[src/rtl/dmac_nch.sv]
// rtl/dmac_nch.sv - N-channel fly-by DMA controller with fixed or rotating priority
module dmac_nch #(
    parameter int NCH    = 4,
    parameter int AW     = 16,
    parameter bit ROTATE = 1'b0
) (
    input  logic                    CLK,
    input  logic                    RST_N,
    input  logic                    REGW,
    input  logic [$clog2(NCH)-1:0]  CHSEL,
    input  logic [1:0]              REGSEL,
    input  logic [AW-1:0]           Setup,
    input  logic [NCH-1:0]          DREQ,
    input  logic                    HLDA,
    input  logic                    RDY,
    output logic                    HLD,
    output logic [NCH-1:0]          DACK,
    output logic [AW-1:0]           Addrbus,
    output logic                    MEMR,
    output logic                    MEMW,
    output logic                    IOR,
    output logic                    IOW,
    output logic                    EOP,
    output logic [NCH-1:0]          TC
);
    localparam int CW = $clog2(NCH);
    localparam logic [AW-1:0]  ONE  = 1;
    localparam logic [NCH-1:0] ONEH = 1;

    typedef enum logic [2:0] {IDLE, REQ, S1, XFER, DONE} state_t;

    state_t          state;
    logic [AW-1:0]   basea [NCH];
    logic [AW-1:0]   cura  [NCH];
    logic [AW-1:0]   basec [NCH];
    logic [AW-1:0]   curc  [NCH];
    logic [5:0]      mode  [NCH];
    logic [CW-1:0]   ch, rot, win, rot_next;
    logic            found;
    logic [AW-1:0]   nxt_addr;
    logic [1:0]      xmode;

    function automatic logic [CW-1:0] wrap_add(input logic [CW-1:0] a, input int b);
        int s;
        s = int'(a) + b;
        if (s >= NCH) s = s - NCH;
        return s[CW-1:0];
    endfunction

    // Scan from lowest priority upward so the highest-priority eligible channel wins last.
    always_comb begin
        found = 1'b0;
        win   = '0;
        for (int i = NCH - 1; i >= 0; i--) begin
            if (DREQ[wrap_add(rot, i)] && mode[wrap_add(rot, i)][5]) begin
                found = 1'b1;
                win   = wrap_add(rot, i);
            end
        end
    end

    always_comb begin
        rot_next = ROTATE ? wrap_add(ch, 1) : '0;
        xmode    = mode[ch][1:0];
        nxt_addr = mode[ch][3] ? cura[ch] - ONE : cura[ch] + ONE;
    end

    always_ff @(posedge CLK or negedge RST_N) begin
        if (!RST_N) begin
            state   <= IDLE;
            ch      <= '0;
            rot     <= '0;
            TC      <= '0;
            HLD     <= 1'b0;
            DACK    <= '0;
            Addrbus <= '0;
            MEMR    <= 1'b0;
            MEMW    <= 1'b0;
            IOR     <= 1'b0;
            IOW     <= 1'b0;
            EOP     <= 1'b0;
            for (int i = 0; i < NCH; i++) begin
                basea[i] <= '0;
                cura[i]  <= '0;
                basec[i] <= '0;
                curc[i]  <= '0;
                mode[i]  <= '0;
            end
        end else begin
            EOP <= 1'b0;
            case (state)
                IDLE: begin
                    if (REGW) begin
                        if (int'(CHSEL) < NCH) begin
                            case (REGSEL)
                                2'b00: begin basea[CHSEL] <= Setup; cura[CHSEL] <= Setup; end
                                2'b01: begin basec[CHSEL] <= Setup; curc[CHSEL] <= Setup; end
                                2'b11: begin mode[CHSEL] <= Setup[5:0]; TC[CHSEL] <= 1'b0; end
                                default: ;
                            endcase
                        end
                    end else if (found) begin
                        ch    <= win;
                        HLD   <= 1'b1;
                        state <= REQ;
                    end
                end
                REQ: begin
                    if (HLDA) begin
                        state   <= S1;
                        DACK    <= ONEH << ch;
                        Addrbus <= cura[ch];
                    end
                end
                S1: begin
                    if (!HLDA) begin
                        state   <= IDLE;
                        HLD     <= 1'b0;
                        DACK    <= '0;
                        Addrbus <= '0;
                        rot     <= rot_next;
                    end else begin
                        state <= XFER;
                        MEMR  <= mode[ch][2];
                        IOW   <= mode[ch][2];
                        IOR   <= !mode[ch][2];
                        MEMW  <= !mode[ch][2];
                    end
                end
                XFER: begin
                    if (!HLDA) begin
                        state   <= IDLE;
                        HLD     <= 1'b0;
                        DACK    <= '0;
                        Addrbus <= '0;
                        {MEMR, MEMW, IOR, IOW} <= 4'b0000;
                        rot     <= rot_next;
                    end else if (RDY) begin
                        state <= DONE;
                        {MEMR, MEMW, IOR, IOW} <= 4'b0000;
                        EOP   <= (curc[ch] == '0);
                    end
                end
                DONE: begin
                    // Continuing into S1 keeps DACK/HLD asserted; every other exit releases the bus.
                    if (curc[ch] == '0) begin
                        TC[ch] <= 1'b1;
                        if (mode[ch][4]) begin
                            cura[ch] <= basea[ch];
                            curc[ch] <= basec[ch];
                        end else begin
                            mode[ch][5] <= 1'b0;
                        end
                        state   <= IDLE;
                        HLD     <= 1'b0;
                        DACK    <= '0;
                        Addrbus <= '0;
                        rot     <= rot_next;
                    end else begin
                        curc[ch] <= curc[ch] - ONE;
                        cura[ch] <= nxt_addr;
                        if (HLDA && (xmode == 2'b01 || (xmode == 2'b10 && DREQ[ch]))) begin
                            state   <= S1;
                            Addrbus <= nxt_addr;
                        end else begin
                            state   <= IDLE;
                            HLD     <= 1'b0;
                            DACK    <= '0;
                            Addrbus <= '0;
                            rot     <= rot_next;
                        end
                    end
                end
                default: state <= IDLE;
            endcase
        end
    end
endmodule

[config.mk]
export PLATFORM = sky130hd
export DESIGN_NAME = dmac_nch
export DESIGN_NICKNAME = d
export VERILOG_FILES = /design/src/rtl/dmac_nch.sv
export SDC_FILE = /design/constraint.sdc
export NUM_CORES = 1
export LEC_CHECK = 0
export CORE_MARGIN = 4
export CORE_UTILIZATION = 56
export CTS_CLUSTER_SIZE = 12
export DETAILED_ROUTE_END_ITERATION = 8
export PLACE_DENSITY = 0.77
export SETUP_SLACK_MARGIN = 0.15
export SLEW_MARGIN = 25
export SYNTH_ARGS = -nofsm -noshare
export SYNTH_HDL_FRONTEND = slang
export SYNTH_SLANG_ARGS = --single-unit
[constraint.sdc]
create_clock -name CLK -period 4.75 [get_ports CLK]
set_input_delay 0.95 -clock CLK [delete_from_list [all_inputs] [get_ports CLK]]
set_output_delay 0.95 -clock CLK [all_outputs]
set_load 0.01 [all_outputs]
==> run metrics, run 1 <==
Cells after DPL=1840; WP data arrival=4.70 ns; via/cell ratio=6.92; first-pass GRT wire length=just under 80000 um; Worst setup endpoint=cura[60]$_DFFE_PN0P_; die height=about 180 um; GRT Residual Overflow=0; commonest non-fill, non-tap cell in the layout=dfrtp_1; RePlAce Congestion=0.922; worst-path fanout max=31; reg2reg end=cura[60]$_DFFE_PN0P_; Reg2Reg Depth=10; CTS buffer count=34; Initial Util=57.3%; Tightest Pin Transition=1.05 ns; Row Count=61; CTS Buffer Depth=3; CP Launch Point=ch[0]$_DFFE_PN0P_; fin crit share=90.3%; worst skew pair latency=around 0.53 ns; cell area after layout=18200 um2; ant diodes=0; Main synth FF type=dfrtp_1; Design Power=13.3 mW; Synth cell types=between 70 and 80; status=completed; commonest cells after routing, fill and taps aside=dfrtp_1, o21ai_0, nand2_1; largest net degree at the start of global routing=123; YS warnings=0; final antenna-violating net count=0; setup slack after layout=between 0.4 and 0.5 ns; initial antenna violation count=0; cell chain of the critical path=mux4_2, ha_1, nor2b_1, o2111ai_1, a41oi_1, o211a_1, o41a_1, xor2_1, a21oi_1, o21ai_0; vias in the first global route=13099; Max Slew Vio Count=0; DR WL/cell=26.0 um; Sinks on Clock Net=313; HPWL after detailed placement=33400 um; fraction of layout cells with a size suffix above 1=between 20% and 30%; sequential share of the synthesized area=~49%; CP Depth=10; worst vdd ir=around 0.40 mV; Critical Path Max Stage Delay=0.81 ns; Iteration-0 DRC Markers=approximately 1600; sum of buffers and inverters on the critical path=0; syn nets=about 1500; leakage=7.87 nW; pwr dens=731 nW/um2; hold slack=around 0.48 ns; slowest CP cell=mux4_2; syn avg cell area=between 10 and 15 um2; share of synthesized registers carrying an async set or reset=100%; Max Cap Violations=0; Post-DP Area=17100 um2; I/O Buffers=58; die width=177 um; total global-route track usage=31.7%; Nets=1543; startpoint types=flop; root buf cell=clkbuf_16; TritonCTS clock tree=yes; pre-CTS setup slack=0.521 ns; cts repair resizes=0; hold_sp=Addrbus[0]$_DFFE_PN0P_; Total Die Area=approximately 31000 um2; CTS H-tree lvls=2; Tmin final=approximately 4.3 ns; setup violators final=0; Worst setup EP type=flop; fin cells=1897; Pre-antenna DRT Iters=6; Req. time, crit path=5.16 ns; FF+latch count, synth=around 310; type of the worst setup path=reg -> reg; # DRC=0; source of the worst register-to-register timing path=ch[0]$_DFFE_PN0P_; area occupied by multi-input gates=~7800 um2; core area=28000 um2; Synth Instances=between 1000 and 1500; CTS hold repair buffers=0; Post-synth EDFFs=0; RSZ-0062 raised after global routing=false; Mapped Area=16000 um2; Hold WC Path Type=reg -> reg; drt total wl=around 50000 um; WHS Path Cells=2; post-route setup TNS=0 ns; relative slew slack=29.7%; Via Count=13124; Max Clk Rate=between 200 and 250 MHz; Worst Skew=about 0.021 ns; Reg clk slew, reported paths=roughly 0.06 ns; Post-CTS Setup Bufs=0; fillers=approximately 2100; Worst R2R Setup Slack=between 0.4 and 0.5 ns; CP top delay family=compound AO/OA/AOI/OAI gates; FF/Latch Area=a little under 8000 um2; io pins=59; Syn-to-layout area delta=13.5%; Final Util=between 60% and 70%; final hold violations=0
## logic make-up (layout without fill, tap and decap cells)
kind of cell | Yosys count | in the layout | share of synthesized area, %
multiplexers | 190 | 190 | 18.0
XOR/XNOR | 23 | 23 | 1.26
AND/OR/NAND/NOR | 349 | 349 | 9.55
flip-flops | 313 | 313 | 48.8
AO/OA/AOI/OAI | 443 | 443 | 17.9
buffers and inverters | 127 | 185 | 3.19
adder cells (fa/ha/maj) | 16 | 16 | 1.29
## synth_stat cells, drive strengths merged, types with 6 or more instances
library cell | count | area, um2
o21ai | 209 | 1050
a32oi | 26 | 228
a21oi | 39 | 199
mux2i | 11 | 110
nand3 | 13 | 65.1
o31ai | 8 | 60.1
or2 | 6 | 37.5
a21o | 9 | 67.6
nand2b | 10 | 62.6
nor3 | 17 | 90.1
mux4 | 68 | 1530
clkbuf | 76 | 285
xnor2 | 9 | 78.8
mux2 | 111 | 1250
nor2b | 6 | 37.5
inv | 15 | 56.3
ha | 15 | 188
xor2 | 14 | 123
nor2 | 70 | 263
dfrtp | 313 | 7830
nand2 | 196 | 736
or3 | 8 | 50.1
a21boi | 24 | 180
a22oi | 24 | 180
a221o | 6 | 60.1
buf | 35 | 166
a22o | 52 | 455
## how the worst min path moves through the flow
stage                             endpoint  slack (ns)
detailed placement   basec[15]$_DFFE_PN0P_        0.46
global placement       mode[1]$_DFFE_PN0P_        0.46
global route        Addrbus[3]$_DFFE_PN0P_        0.50
finish              Addrbus[0]$_DFFE_PN0P_        0.48
floorplan            basec[61]$_DFFE_PN0P_        0.44
CTS                  basec[15]$_DFFE_PN0P_        0.48
## tightest hold or removal path: cells and delay by family (launching register included)
kind             cells  cell delay, ns
AO/OA/AOI/OAI        1            0.06
flip-flops           1            0.34
AND/OR/NAND/NOR      1            0.05
## state kept, by name, indices dropped and copies added, names as in the netlist
register,flops
basec,64
curc,64
TC,4
IOW,1
IOR,1
Addrbus,16
DACK,4
HLD,1
state,3
basea,64
mode,24
ch,2
cura,64
EOP,1
## final cells by class
cell class | count | share of cell area (%)
Timing Repair Buffer | 112 | 5.58
Clock buffer | 50 | 5.28
Inverter | 16 | 0.330
Tap cell | 378 | 2.60
Sequential cell | 313 | 43.0
Clock inverter | 7 | 0.570
Multi-Input combinational cell | 1021 | 42.6
## power breakdown
| group | switching [mW] | internal, mW |
|---|---|---|
| clock | 1.07 | 1.52 |
| combinational | 3.44 | 2.68 |
| sequential | 0.778 | 3.82 |
| total | 5.29 | 8.03 |
## routing by layer
layer | track usage, % | wire [um] | share of wire [%]
met4 | 13.6 | 2510 | 5.1
met2 | 49.1 | 22200 | 45
met3 | 8.29 | 5770 | 12
met1 | 42.8 | 18900 | 38
met5 | 0 | 0 | 0
Power figures use the tool's default switching activity.
==> inputs of run 2 (changes only) <==
Settings changed: REMOVE_ABC_BUFFERS from default to 1.
==> run metrics, run 2 (synthesis gave the netlist of run 1 again) <==
status=completed; Row Count=61; leakage=7.92 nW; Reg2Reg Depth=13; pre-CTS setup slack=0.608 ns; drt total wl=between 40000 and 50000 um; Final Util=about two thirds; Worst R2R Setup Slack=0.54 ns; register share of total power=approximately a third; Req. time, crit path=5.18 ns; root buf cell=clkbuf_16; CTS Buffer Depth=3; post-route setup TNS=0 ns; Initial Util=57.3%; vias in the first global route=12909; via/cell ratio=around 6.9; GRT Residual Overflow=0; Iteration-0 DRC Markers=2031; area occupied by multi-input gates=about 7800 um2; hold slack=between 0.4 and 0.5 ns; worst-path fanout max=25; initial antenna violation count=0; die width=between 150 and 200 um; final hold violations=0; Post-CTS Setup Bufs=0; Sinks on Clock Net=313; HPWL after detailed placement=33200 um; # DRC=0; Via Count=roughly 13000; relative slew slack=30.4%; total internal power=8.07 mW; Worst Skew=0.0166 ns; I/O Buffers=58; startpoint types=flop; fraction of layout cells with a size suffix above 1=20.4%; core area=around 28000 um2; Syn-to-layout area delta=13.9%; RePlAce Congestion=0.964; commonest cells after routing, fill and taps aside=dfrtp_1, o21ai_0, nand2_1; setup violators final=0; Tightest Pin Transition=1.04 ns; WP data arrival=between 4 and 5 ns; cts repair resizes=0; Nets=1547; Max Cap Violations=0; ant diodes=0; worst vdd ir=0.436 mV; CTS hold repair buffers=0; Hold WC Path Type=in -> async; TritonCTS clock tree=yes; reg2reg end=cura[46]$_DFFE_PN0P_; io pins=between 50 and 60; RSZ-0062 raised after global routing=false; Switching Fraction=39.1%; Switching Power=5.17 mW; fillers=2143; Comb power frac=a little under half; largest net degree at the start of global routing=90; setup slack after layout=0.539 ns; final antenna-violating net count=0; DR WL/cell=26.2 um; die height=roughly 180 um; Max Slew Vio Count=0; source of the worst register-to-register timing path=ch[1]$_DFFE_PN0P_; commonest non-fill, non-tap cell in the layout=dfrtp_1; type of the worst setup path=reg -> reg; Total Die Area=31400 um2; CTS buffer count=35; Pre-antenna DRT Iters=6; Worst setup EP type=flop; worst skew pair latency=0.51 ns; total global-route track usage=31.9%; Post-DP Area=17200 um2; Max Clk Rate=237 MHz; CTS H-tree lvls=2; Clock power frac=about a fifth; FF/Latch Area=7840 um2; Reg clk slew, reported paths=0.06 ns; pwr dens=725 nW/um2; Tmin final=between 4 and 5 ns; fin crit share=88.6%; cell area after layout=18300 um2; first-pass GRT wire length=76900 um
-- run 2: cell types whose count changed in the layout (fill, tap and decap cells not counted) --
| cell | change |
|---|---|
| clkbuf_16 | +2 |
| clkinv_2 | +3 |
| clkbuf_1 | -2 |
| inv_6 | -1 |
| nor2_1 | -1 |
| bufinv_16 | -1 |
| inv_16 | -1 |
| nor2_2 | +1 |
| a21oi_2 | +1 |
| buf_12 | +3 |
| a21oi_4 | -1 |
| nand2_2 | -1 |
| clkbuf_8 | +1 |
| nand2_1 | +1 |
-- run 2: layout make-up --
type	count	share of cell area (%)
clock buffers	51	5.57
multi-input cells	1021	42.4
inverters	16	0.329
flip-flops and latches	313	42.9
repair buffers	115	5.89
well taps	378	2.59
clock inverters	7	0.329
-- run 2: worst max-delay path by stage --
stage | from | endpoint | slack (ns)
6_report | ch[1]$_DFFE_PN0P_ | cura[46]$_DFFE_PN0P_ | 0.54
5_1_grt | ch[0]$_DFFE_PN0P_ | cura[14]$_DFFE_PN0P_ | 0.26
4_1_cts | ch[0]$_DFFE_PN0P_ | Addrbus[12]$_DFFE_PN0P_ | 0.60
3_5_place_dp | ch[0]$_DFFE_PN0P_ | cura[46]$_DFFE_PN0P_ | 0.61
3_3_place_gp | ch[0]$_DFFE_PN0P_ | cura[62]$_DFFE_PN0P_ | 0.58
2_1_floorplan | ch[0]$_DFFE_PN0P_ | cura[31]$_DFFE_PN0P_ | -2.11
-- run 2: per-stage QoR --
stage | power (mW) | cells
final | 13.2 | 1901
after global routing | 14.0 | 1901
after CTS | 13.1 | 1901
after detailed placement | 10.5 | 1843
after global placement | 10.3 | 1843
after floorplan | 8.60 | 1350
-- run 2: power groups by stage --
| stage | combinational [mW] | sequential, mW | clock [mW] |
|---|---|---|---|
| 3_3_place_gp | 5.78 | 4.54 | 0 |
| 4_1_cts | 5.96 | 4.56 | 2.62 |
| 6_report | 6.07 | 4.58 | 2.59 |
| 2_1_floorplan | 4.11 | 4.49 | 0 |
| 3_5_place_dp | 5.91 | 4.59 | 0 |
| 5_1_grt | 6.55 | 4.70 | 2.73 |
-- run 2: routing by layer --
layer  GRT usage, %  wire, um  vias up
met5              0         0        -
met2           46.9     21700      910
met3           10.9      6830      151
met4           11.6      2080        0
met1           44.6     19100     6464
li1               -         -     5498
-- run 2: worst max-delay path, cell delays in order, from the launching register on --
cell and delay, ns:
dfrtp_4 0.73, buf_4 0.31, mux2_2 0.19, o21a_1 0.29, inv_1 0.12, fa_1 0.47, nor2b_1 0.18, o2111ai_1 0.16
a41oi_1 0.36, o211a_1 0.26, a41o_1 0.23, xor2_1 0.48, a21oi_1 0.17, o21ai_0 0.18
==> inputs of run 3 (changes only) <==
Settings changed: CELL_PAD_IN_SITES_DETAIL_PLACEMENT from default to 0, CELL_PAD_IN_SITES_GLOBAL_PLACEMENT from default to 1, CORE_UTILIZATION 56 to 45, PLACE_DENSITY 0.77 to default, PLACE_DENSITY_LB_ADDON from default to 0.1.
==> run metrics, run 3 (synthesis gave the netlist of run 1 again) <==
CP top delay family=compound AO/OA/AOI/OAI gates; vias in the first global route=13051; final hold violations=0; io pins=59; first-pass GRT wire length=84100 um; Critical Path Max Stage Delay=0.71 ns; status=completed; Pre-antenna DRT Iters=5; GRT Residual Overflow=0; Max Cap Violations=0; post-route setup TNS=0 ns; initial antenna violation count=3; CTS buffer count=37; Worst setup EP type=flop; Post-CTS Setup Bufs=0; Post-DP Area=17400 um2; fin cells=between 1500 and 2000; # DRC=0; Sinks on Clock Net=313; final antenna-violating net count=0; relative slew slack=between 20% and 30%; HPWL after detailed placement=roughly 37000 um; startpoint types=flop; hold slack=0.423 ns; RePlAce Congestion=just over 0.9; Tmin final=4.16 ns; via/cell ratio=6.38; fin crit share=between 80 and 90%; cell area after layout=18600 um2; RSZ-0062 raised after global routing=false; Worst R2R Setup Slack=around 0.59 ns; Max Clk Rate=240 MHz; sum of buffers and inverters on the critical path=1; fraction of layout cells with a size suffix above 1=21.4%; pre-CTS setup slack=0.615 ns; die height=around 200 um; worst-path fanout max=29; Total Die Area=38700 um2; Hold WC Path Type=in -> async; core area=34900 um2; I/O Buffers=just under 60; met1 Usage GRT=approximately two fifths; Initial Util=a little under half; commonest non-fill, non-tap cell in the layout=dfrtp_1; cell chain of the critical path=buf_12, mux4_2, ha_1, nor2b_1, o2111ai_1, a41oi_1, o211a_1, or3_1, a31oi_1, o21ai_0, a22o_1; largest net degree at the start of global routing=between 90 and 100; die width=197 um; fillers=slightly above 3000; drt total wl=55200 um; Req. time, crit path=5.16 ns; Reg clk slew, reported paths=0.05 ns; cts repair resizes=0; Final Util=53.3%; met2 usage in global routing=44.4%; reg2reg end=cura[58]$_DFFE_PN0P_; WP data arrival=4.57 ns; TritonCTS clock tree=yes; worst skew pair latency=0.54 ns; CP Depth=11; Nets=1563; Cells after DPL=slightly below 2000; slowest CP cell=dfrtp_4; CTS Buffer Depth=3; met3 Use GR=5.54%; Tightest Pin Transition=1.07 ns; Syn-to-layout area delta=15.8%; CTS H-tree lvls=2; pwr dens=723 nW/um2; worst vdd ir=roughly 0.35 mV; root buf cell=clkbuf_16; Reg2Reg Depth=11; DR WL/cell=about 28 um; Max Slew Vio Count=0; setup violators final=0; Design Power=13.4 mW; type of the worst setup path=reg -> reg; setup slack after layout=0.589 ns; CTS hold repair buffers=0; leakage=8.01 nW; Worst Skew=0.0184 ns; Via Count=12724; total global-route track usage=roughly 29%; ant diodes=0; Row Count=68; source of the worst register-to-register timing path=ch[0]$_DFFE_PN0P_; Iteration-0 DRC Markers=between 1000 and 1500; commonest cells after routing, fill and taps aside=dfrtp_1, o21ai_0, nand2_1; busiest grt layer=met2
==> run 3: layout make-up <==
type                    instances  area (um2)  area share, %
flip-flops and latches        313        7840           42.2
multi-input cells            1021        7770           41.8
repair buffers                129        1210           6.49
clock buffers                  55        1070           5.78
well taps                     455         569           3.06
clock inverters                 5        63.8          0.343
inverters                      16        60.1          0.323
==> run 3: power by group <==
| part | internal [mW] | switching (mW) | leakage, nW |
|---|---|---|---|
| clock | 1.61 | 1.11 | 0.553 |
| combinational | 2.74 | 3.41 | 3.47 |
| sequential | 3.83 | 0.736 | 4.00 |
==> run 3: how the worst max path moves through the flow <==
stage	from	endpoint	slack, ns
floorplan	ch[0]$_DFFE_PN0P_	cura[31]$_DFFE_PN0P_	-2.11
global placement	ch[0]$_DFFE_PN0P_	cura[58]$_DFFE_PN0P_	0.66
detailed placement	ch[0]$_DFFE_PN0P_	cura[58]$_DFFE_PN0P_	0.62
CTS	ch[0]$_DFFE_PN0P_	cura[42]$_DFFE_PN0P_	0.62
global route	ch[0]$_DFFE_PN0P_	cura[58]$_DFFE_PN0P_	0.37
finish	ch[0]$_DFFE_PN0P_	cura[58]$_DFFE_PN0P_	0.59
==> run 3: routing by layer <==
metal	wire, um	share of wire [%]
met1	23900	43
met2	25300	46
met3	4420	8.0
met4	1530	2.8
met5	13	0.024
